$ cat config.mk
export PLATFORM = sky130hd
export DESIGN_NAME = clock_victim_select
export DESIGN_NICKNAME = d
export VERILOG_FILES = /design/src/rtl/clock_vs_pkg.sv /design/src/rtl/clock_hand_ctr.sv /design/src/rtl/clock_victim_select.sv
export SDC_FILE = /design/constraint.sdc
export NUM_CORES = 1
export LEC_CHECK = 0
export ABC_AREA = 1
export CORE_UTILIZATION = 25
export DETAILED_ROUTE_END_ITERATION = 16
export SLEW_MARGIN = 20
export SYNTH_ARGS = -nofsm -noshare
export SYNTH_HDL_FRONTEND = slang
export SYNTH_HIERARCHICAL = 1
export SYNTH_SLANG_ARGS = --single-unit
$ cat constraint.sdc
create_clock -name clk -period 1.8 [get_ports clk]
set_clock_uncertainty 0.05 [all_clocks]
set_input_delay 0.36 -clock clk [delete_from_list [all_inputs] [get_ports clk]]
set_output_delay 0.36 -clock clk [all_outputs]
set_load 0.05 [all_outputs]
$ cat src/rtl/clock_vs_pkg.sv
// Shared sizing and FSM state encoding for the clock (second-chance) victim picker.
package clock_vs_pkg;

  localparam int unsigned N_ENTRIES = 32;
  localparam int unsigned ADDR_W    = $clog2(N_ENTRIES);

  typedef enum logic [1:0] {
    VS_IDLE = 2'd0,
    VS_SCAN = 2'd1,
    VS_DONE = 2'd2
  } vs_state_e;

endpackage

$ cat src/rtl/clock_hand_ctr.sv
// Clock hand: a wrapping index counter. It can step by one, or jump to one past a loaded value.
module clock_hand_ctr
  import clock_vs_pkg::*;
#(
  parameter int unsigned W = ADDR_W
) (
  input  logic         clk,
  input  logic         rst,
  input  logic         inc_i,
  input  logic         load_i,
  input  logic [W-1:0] load_val_i,
  output logic [W-1:0] hand_o
);

  logic [W-1:0] hand_q, hand_d;

  always_comb begin
    hand_d = hand_q;
    if (load_i) begin
      hand_d = load_val_i + W'(1);
    end else if (inc_i) begin
      hand_d = hand_q + W'(1);
    end
  end

  always_ff @(posedge clk) begin
    if (!rst) begin
      hand_q <= '0;
    end else begin
      hand_q <= hand_d;
    end
  end

  assign hand_o = hand_q;

endmodule

$ cat src/rtl/clock_victim_select.sv
// Second-chance victim selector over the classification bits, with a req/ack victim handshake.
// Defining CLOCK_VS_PERF_CNT_EN adds the evict_cnt/chance_cnt performance counters.
module clock_victim_select
  import clock_vs_pkg::*;
(
  input  logic                 clk,
  input  logic                 rst,
  input  logic                 victim_req,
  input  logic                 victim_ack,
  input  logic [N_ENTRIES-1:0] valid_bits,
  input  logic [N_ENTRIES-1:0] class_bits,
  output logic                 victim_valid,
  output logic [ADDR_W-1:0]    victim_addr,
  output logic                 clr_en,
  output logic [ADDR_W-1:0]    clr_addr,
  output logic                 busy
`ifdef CLOCK_VS_PERF_CNT_EN
  ,
  output logic [31:0]          evict_cnt,
  output logic [31:0]          chance_cnt
`endif
);

  vs_state_e            state_q;
  logic [N_ENTRIES-1:0] passed_q;
  logic                 victim_valid_q;
  logic [ADDR_W-1:0]    victim_addr_q;
  logic                 clr_en_q;
  logic [ADDR_W-1:0]    clr_addr_q;
  logic                 busy_q;

  logic [ADDR_W-1:0]    hand;
  logic                 skip;
  logic                 hand_inc;
  logic                 hand_load;

  // The passed mask lets an entry that has already had its second chance win on the next lap.
  always_comb begin
    skip      = valid_bits[hand] & class_bits[hand] & ~passed_q[hand];
    hand_inc  = (state_q == VS_SCAN) && skip;
    hand_load = (state_q == VS_DONE) && victim_ack;
  end

  clock_hand_ctr #(
    .W (ADDR_W)
  ) u_hand (
    .clk        (clk),
    .rst        (rst),
    .inc_i      (hand_inc),
    .load_i     (hand_load),
    .load_val_i (victim_addr_q),
    .hand_o     (hand)
  );

  always_ff @(posedge clk) begin
    if (!rst) begin
      state_q        <= VS_IDLE;
      passed_q       <= '0;
      victim_valid_q <= 1'b0;
      victim_addr_q  <= '0;
      clr_en_q       <= 1'b0;
      clr_addr_q     <= '0;
      busy_q         <= 1'b0;
    end else begin
      clr_en_q <= 1'b0;
      case (state_q)
        VS_IDLE: begin
          if (victim_req) begin
            state_q  <= VS_SCAN;
            passed_q <= '0;
            busy_q   <= 1'b1;
          end
        end
        VS_SCAN: begin
          if (skip) begin
            clr_en_q       <= 1'b1;
            clr_addr_q     <= hand;
            passed_q[hand] <= 1'b1;
          end else begin
            victim_addr_q  <= hand;
            victim_valid_q <= 1'b1;
            state_q        <= VS_DONE;
          end
        end
        VS_DONE: begin
          if (victim_ack) begin
            victim_valid_q <= 1'b0;
            busy_q         <= 1'b0;
            state_q        <= VS_IDLE;
          end
        end
        default: begin
          state_q        <= VS_IDLE;
          victim_valid_q <= 1'b0;
          busy_q         <= 1'b0;
        end
      endcase
    end
  end

  assign victim_valid = victim_valid_q;
  assign victim_addr  = victim_addr_q;
  assign clr_en       = clr_en_q;
  assign clr_addr     = clr_addr_q;
  assign busy         = busy_q;

`ifdef CLOCK_VS_PERF_CNT_EN
  logic [31:0] evict_cnt_q;
  logic [31:0] chance_cnt_q;

  always_ff @(posedge clk) begin
    if (!rst) begin
      evict_cnt_q  <= '0;
      chance_cnt_q <= '0;
    end else begin
      if (hand_load) begin
        evict_cnt_q <= evict_cnt_q + 32'd1;
      end
      if (clr_en_q) begin
        chance_cnt_q <= chance_cnt_q + 32'd1;
      end
    end
  end

  assign evict_cnt  = evict_cnt_q;
  assign chance_cnt = chance_cnt_q;
`endif

endmodule

==> results of run 1 <==
-- logic make-up after synthesis --
logic type | count (synthesis)
compound gates | 60
fa+ha+maj | 1
buf+inv | 89
flops | 52
simple gates | 391
-- worst paths after layout --
kind,start,endpoint,slack [ps],depth (start not counted)
max reg2reg,u_hand/hand_o[0],victim_valid,-220,17
min,passed_q[2],passed_q[2],400,2
max,u_hand/hand_o[0],victim_valid,-220,17
min reg2reg,passed_q[2],passed_q[2],400,2
-- through the flow --
step	cells	util
after floorplan	593	-
after global placement	884	0.3566
after detailed placement	884	0.3566
after global routing	898	0.3928
final	898	0.3928
after CTS	894	0.3749
-- power by group through the flow --
stage                     registers [mW]  logic (mW)  clock network [mW]
after global routing                1.23        1.50                1.04
after CTS                           1.22        1.26                1.01
after detailed placement            1.24        1.18                   0
after floorplan                     1.29       0.629                   0
after global placement              1.25        1.18                   0
final                               1.22        1.37               0.980
-- layer usage --
layer,track usage,share of wire,vias up
met3,0.01641,0.050,7
met1,0.1871,0.48,1634
met5,0,0,-
met4,0.04509,0.012,0
li1,-,-,2051
met2,0.2412,0.46,89
-- Yosys cell counts --
master,n
a21boi_2,1
a21oi_1,44
buf_1,1
buf_2,3
buf_4,8
buf_6,6
clkbuf_1,5
clkinv_1,1
dfxtp_1,52
ha_1,1
inv_1,54
inv_2,9
inv_4,1
inv_6,1
nand2_1,309
nand2_2,8
nand2_4,2
nand3_1,15
nand3_2,1
nand4_1,1
nand4_4,1
nor2_1,42
nor2_2,1
nor2_4,1
nor3_1,3
nor3_2,7
o21ai_0,6
o21ai_1,9
-- timing repair --
item / in CTS / in global routing
buffers inserted: 2 / 2
setup endpoints to repair: 51 / 51
gates cloned: 0 / 2
gates resized for setup: 21 / 51
pin swaps: 14 / 12
-- worst max-delay path: stages, from the launching register on --
cell,delay (ps)
dfxtp_4,380
buf_12,150
clkbuf_16,150
nand2_2,50
nand2_1,50
nand2_1,50
nand2_1,50
nand2_1,50
nand2_1,60
inv_2,70
nand2_4,60
nor2_4,110
nand4_4,150
buf_4,180
buf_6,120
nand2_4,50
nand2_2,50
a21oi_2,120
-- flip-flops by register name, summed over array words and instances, names as in the netlist --
| register | count |
|---|---|
| busy | 1 |
| clr_addr | 5 |
| clr_en | 1 |
| passed_q | 32 |
| state_q | 2 |
| u_hand/hand_o | 5 |
| victim_addr | 5 |
| victim_valid | 1 |
-- placed cells by master (no fill, tap or decap), types with 2 or more instances in the layout --
cell type	netlist	final
a21oi_1	44	25
a21oi_2	0	19
buf_12	0	8
buf_4	8	59
buf_6	6	7
clkbuf_16	0	7
clkdlybuf4s50_1	0	67
dfxtp_1	52	50
inv_1	54	54
inv_2	9	8
inv_4	1	2
nand2_1	309	286
nand2_2	8	26
nand2_4	2	7
nand3_1	15	14
nor2_1	42	38
nor2_2	1	4
nor2_4	1	2
nor3_1	3	3
nor3_2	7	7
o21ai_0	6	6
o21ai_1	9	8
-- final cells by class --
class,instances,area [µm²],share of cell area
clock buffers,7,142.6,0.02742
flip-flops and latches,52,1046,0.2011
multi-input cells,452,2110,0.4056
repair buffers,144,1418,0.2726
clock inverters,1,7.507,0.001443
well taps,176,220.2,0.04234
inverters,66,257.7,0.04955
==> metrics.yaml, run 1 <==
floorplanning:
  die_x_um: 118.4
  coreArea_um2: 13240
  ios: 81
  die_area_um2: 14010
  rows: 42
  initial_core_util: 0.2557
  die_h_um: 118.4
setup_path:
  worstSetupEndpointType: "register"
  crit_type: "register to register"
  startpoint_type: "register"
  arrival_ps: 2190
  required_ps: 1980
  crit_path_max_fanout: 6
routing:
  via_per_inst: 4.210
  dr.pass1.iters: 4
  wl_per_cell_um: 11.40
  drc_errors: 0
  vias: 3781
  ant_nets: 0
  drtIter0Drc: 172
  wl_um: 10230
timing:
  whs_ps: 398.8
  worst_pin_slew_ps: 372.2
  relSlewSlack: 0.7510
  setup_tns_ps: -7224
  period_share: 1.121
  rsz0062_at_grt: "yes"
  report.final.slew_viol_count: 0
  setup_ws_ps: -217.0
  period_needed_ps: 2017
  setup_violations: 51
  finalHoldViolations: 0
  fmax_ghz: 0.4958
pwr:
  p_int_mw: 2.387
  power.total_mw: 3.571
  power_density_nw_per_um2: 686.6
  p_comb_frac: 0.383
  seqPwrFrac: 0.343
  p_clk_frac: 0.274
  irDropWorstVdd_mv: 0.3559
  leakage_nw: 2.309
  p_sw_mw: 1.184
  p_sw_frac: 0.3317
global_route:
  grt_pass1_wl_um: 16370
  antenna_found_initial: 0
  grt_start_max_net_pins: 33
  grt_pass1_vias: 3419
  grt_remaining_overflow: 0
  track_usage: 0.1420
placed_design:
  io_buffers: 80
  placed_area_um2: 4722
  hpwl_um: 7294
  gp_congestion: 0.8096
  dpl_worst_slack_ps: -420.9
finish:
  fin_nets: 790
  num_antenna_cells: 0
  syn2layout_area_growth_pct: 53.62
  fillers: 1407
  drive_above_1_share: 0.2313
  stdcell_area_um2: 5201
worst_hold_path:
  hp-class: "register to register"
logic_synthesis:
  synth_xor_area_frac: 0
  yosysUniqueCellTypes: 28
  synth_top_cell_by_area: "nand2_1"
  synth_cells: 593
  ys_seq_elements: 52
  synth.top_cell.area_share: 0.3426
  syn-cell-area_um2: 3386
  syn-num-nets: 662
  synth_top_family_by_area: "simple AND/OR/NAND/NOR gates"
  ys_seq_area_frac: 0.3075
  avgSynthCellArea_um2: 5.710
  synthTopCellsByArea: "nand2_1 34%, dfxtp_1 31%, a21oi_1 6.5%, inv_1 6.0%, nor2_1 4.7%"
  synth_mux_area_frac: 0
  yosys.area_share.adder: 0.003695
  yosysWarningCount: 6
  synth_compound_area_frac: 0.09054
  yosys.area_share.simple: 0.4741
clocking:
  clkTransAtPathRegs_ps: 70
  ctsHoldBuffers: 0
  cts.path.max_buffers: 2
  cts_tree: "done"
  ctsHtreeMaxLevel: 2
  cts_sinks: 52
  cts_buffers: 5
  cts_root_buffer: "clkbuf_16"
  insertion_delay_ps: 300
status:
  violations: "negative setup slack"
  status: "finished with violations"
run:
  drv_cap: 0
Note: power is estimated with default switching activity, not from simulation.
==> run 2, diff against run 1 <==
- MAX_ROUTING_LAYER: default -> met4
==> run 2 against run 1 <==
The run still ends with negative setup slack left. Highest routed layer unchanged. Flip-flop and latch count stayed put. Largest cell class unchanged. Clock power hardly changed. Final area stayed put. Wire length hardly changed. Core utilization stayed put. Hold slack hardly changed. Sequential share of layout area stayed put. Final cell count stayed put. First-iteration DRC count is 1.2% lower. Clock-buffer cell count stayed put. Total power hardly changed. Critical endpoint is now u_hand/hand_o[3]. Die area stayed put.
==> metrics.yaml, run 2 (same netlist as run 1, synthesis figures left out) <==
global_route:
  grt_remaining_overflow: 0
  grt_pass1_wl_um: 16390
  grt_start_max_net_pins: 33
  antenna_found_initial: 0
  track_usage: 0.1464
  grt_pass1_vias: 3410
floorplanning:
  die_x_um: 118.4
  initial_core_util: 0.2557
  coreArea_um2: 13240
  rows: 42
  ios: 81
  die_h_um: 118.4
  die_area_um2: 14010
setup_path:
  slowest_delay_ps: 380
  cpMostUsedCell: "nand2_1"
  crit_path_max_fanout: 6
  worstSetupEndpointType: "register"
  required_ps: 2000
  crit_type: "register to register"
  critPathSlowestCell: "dfxtp_4"
  path_cells: "buf_12 > clkbuf_16 > nand2_2 > nand2_1 > nand2_1 > nand2_1 > nand2_1 > nand2_1 > inv_2 > nand2_4 > nor2_4 > nand4_4 > inv_2 > nor2_4 > buf_4 > a21oi_1 > nand2_1 > inv_1"
  startpoint_type: "register"
  reg2reg_from: "u_hand/hand_o[0]"
  arrival_ps: 2210
  startpoint: "u_hand/hand_o[0]"
worst_hold_path:
  hp-class: "register to register"
  min_from: "passed_q[2]"
pwr:
  power.total_mw: 3.573
  power_density_nw_per_um2: 687.0
  leakage_nw: 2.309
  irDropWorstVdd_mv: 0.3551
timing:
  period_needed_ps: 2018
  period_share: 1.121
  relSlewSlack: 0.7509
  finalHoldViolations: 0
  worst_pin_slew_ps: 372.3
  rsz0062_at_grt: "yes"
  report.final.slew_viol_count: 0
  fmax_ghz: 0.4955
  setup_violations: 51
  setup_tns_ps: -7133
  whs_ps: 398.8
  setup_ws_ps: -218.1
routing:
  ant_nets: 0
  routedLengthMet1_um: 4924
  drtIter0Drc: 170
  wl_per_cell_um: 11.39
  dr.pass1.iters: 5
  via_per_inst: 4.180
  wl_met2_um: 4740
  wl_um: 10230
  vias: 3754
  drc_errors: 0
  wl_met3_um: 447
  highest_layer: "met4"
finish:
  multi_input_area_um2: 2110
  syn2layout_area_growth_pct: 53.62
  regArea_um2: 1046
  fin_nets: 790
  top_register: "passed_q"
  final_cell_mix: "286 x nand2_1, 67 x clkdlybuf4s50_1, 59 x buf_4"
  largest_reg_flops: 32
  num_antenna_cells: 0
  final_core_util: 0.3928
  final_cells: 898
  fillers: 1407
  final_common_cell: "nand2_1"
  drive_above_1_share: 0.2313
placed_design:
  place_inst: 884
  gp_congestion: 0.8214
  hpwl_um: 7294
  io_buffers: 80
clocking:
  cts.path.max_buffers: 2
  cts_tree: "done"
  insertion_delay_ps: 300
  ctsHoldBuffers: 0
  cts_sinks: 52
  cts_buffers: 5
  clkTransAtPathRegs_ps: 70
  cts_root_buffer: "clkbuf_16"
  ctsHtreeMaxLevel: 2
status:
  violations: "negative setup slack"
  status: "finished with violations"
run:
  drv_cap: 0
run 2: cell counts in the layout (fill, tap and decap cells not counted):
Identical to the previous run, type by type.
run 2: critical path, delay by kind of cell (launching register included):
family / cells / cell delay, ps
AND/OR/NAND/NOR: 11 / 760
AO/OA/AOI/OAI: 1 / 120
flip-flops: 1 / 380
buffers and inverters: 6 / 660
run 2: final timing paths:
check,end,slack [ps],cells after the start
hold / removal,passed_q[2],400,2
setup / recovery,u_hand/hand_o[3],-220,18
setup reg to reg,u_hand/hand_o[3],-220,18
hold reg to reg,passed_q[2],400,2
run 2: through the flow:
step	worst slack (ps)	area, µm²
finish	-218.1	5201
global route	-316.1	5201
CTS	-160.3	4965
detailed placement	-420.9	4722
global placement	-390.4	4722
floorplan	-42.70	3410
run 2: cell type report:
| cell class | count | share of cell area |
|---|---|---|
| Clock buffer | 7 | 0.02742 |
| Clock inverter | 1 | 0.001443 |
| Inverter | 66 | 0.04955 |
| Multi-Input combinational cell | 452 | 0.4056 |
| Sequential cell | 52 | 0.2011 |
| Tap cell | 176 | 0.04234 |
| Timing Repair Buffer | 144 | 0.2726 |
run 2: timing repair:
item,4_1_cts,5_1_grt
resized for setup,21,51
cloned,0,2
setup buffers,2,2
pin swaps,14,12
setup endpoints to repair,51,51
run 2: power breakdown:
| group | total, mW | internal (mW) | switching, mW |
|---|---|---|---|
| sequential | 1.22 | 1.19 | 0.0357 |
| clock | 0.980 | 0.555 | 0.426 |
| combinational | 1.37 | 0.645 | 0.725 |
| total | 3.57 | 2.39 | 1.19 |
run 2: layer usage:
layer	global-route usage	vias to the layer above
li1	-	2049
met1	0.1874	1617
met2	0.2415	81
met3	0.01641	7
met4	0.04509	0
met5	-	-
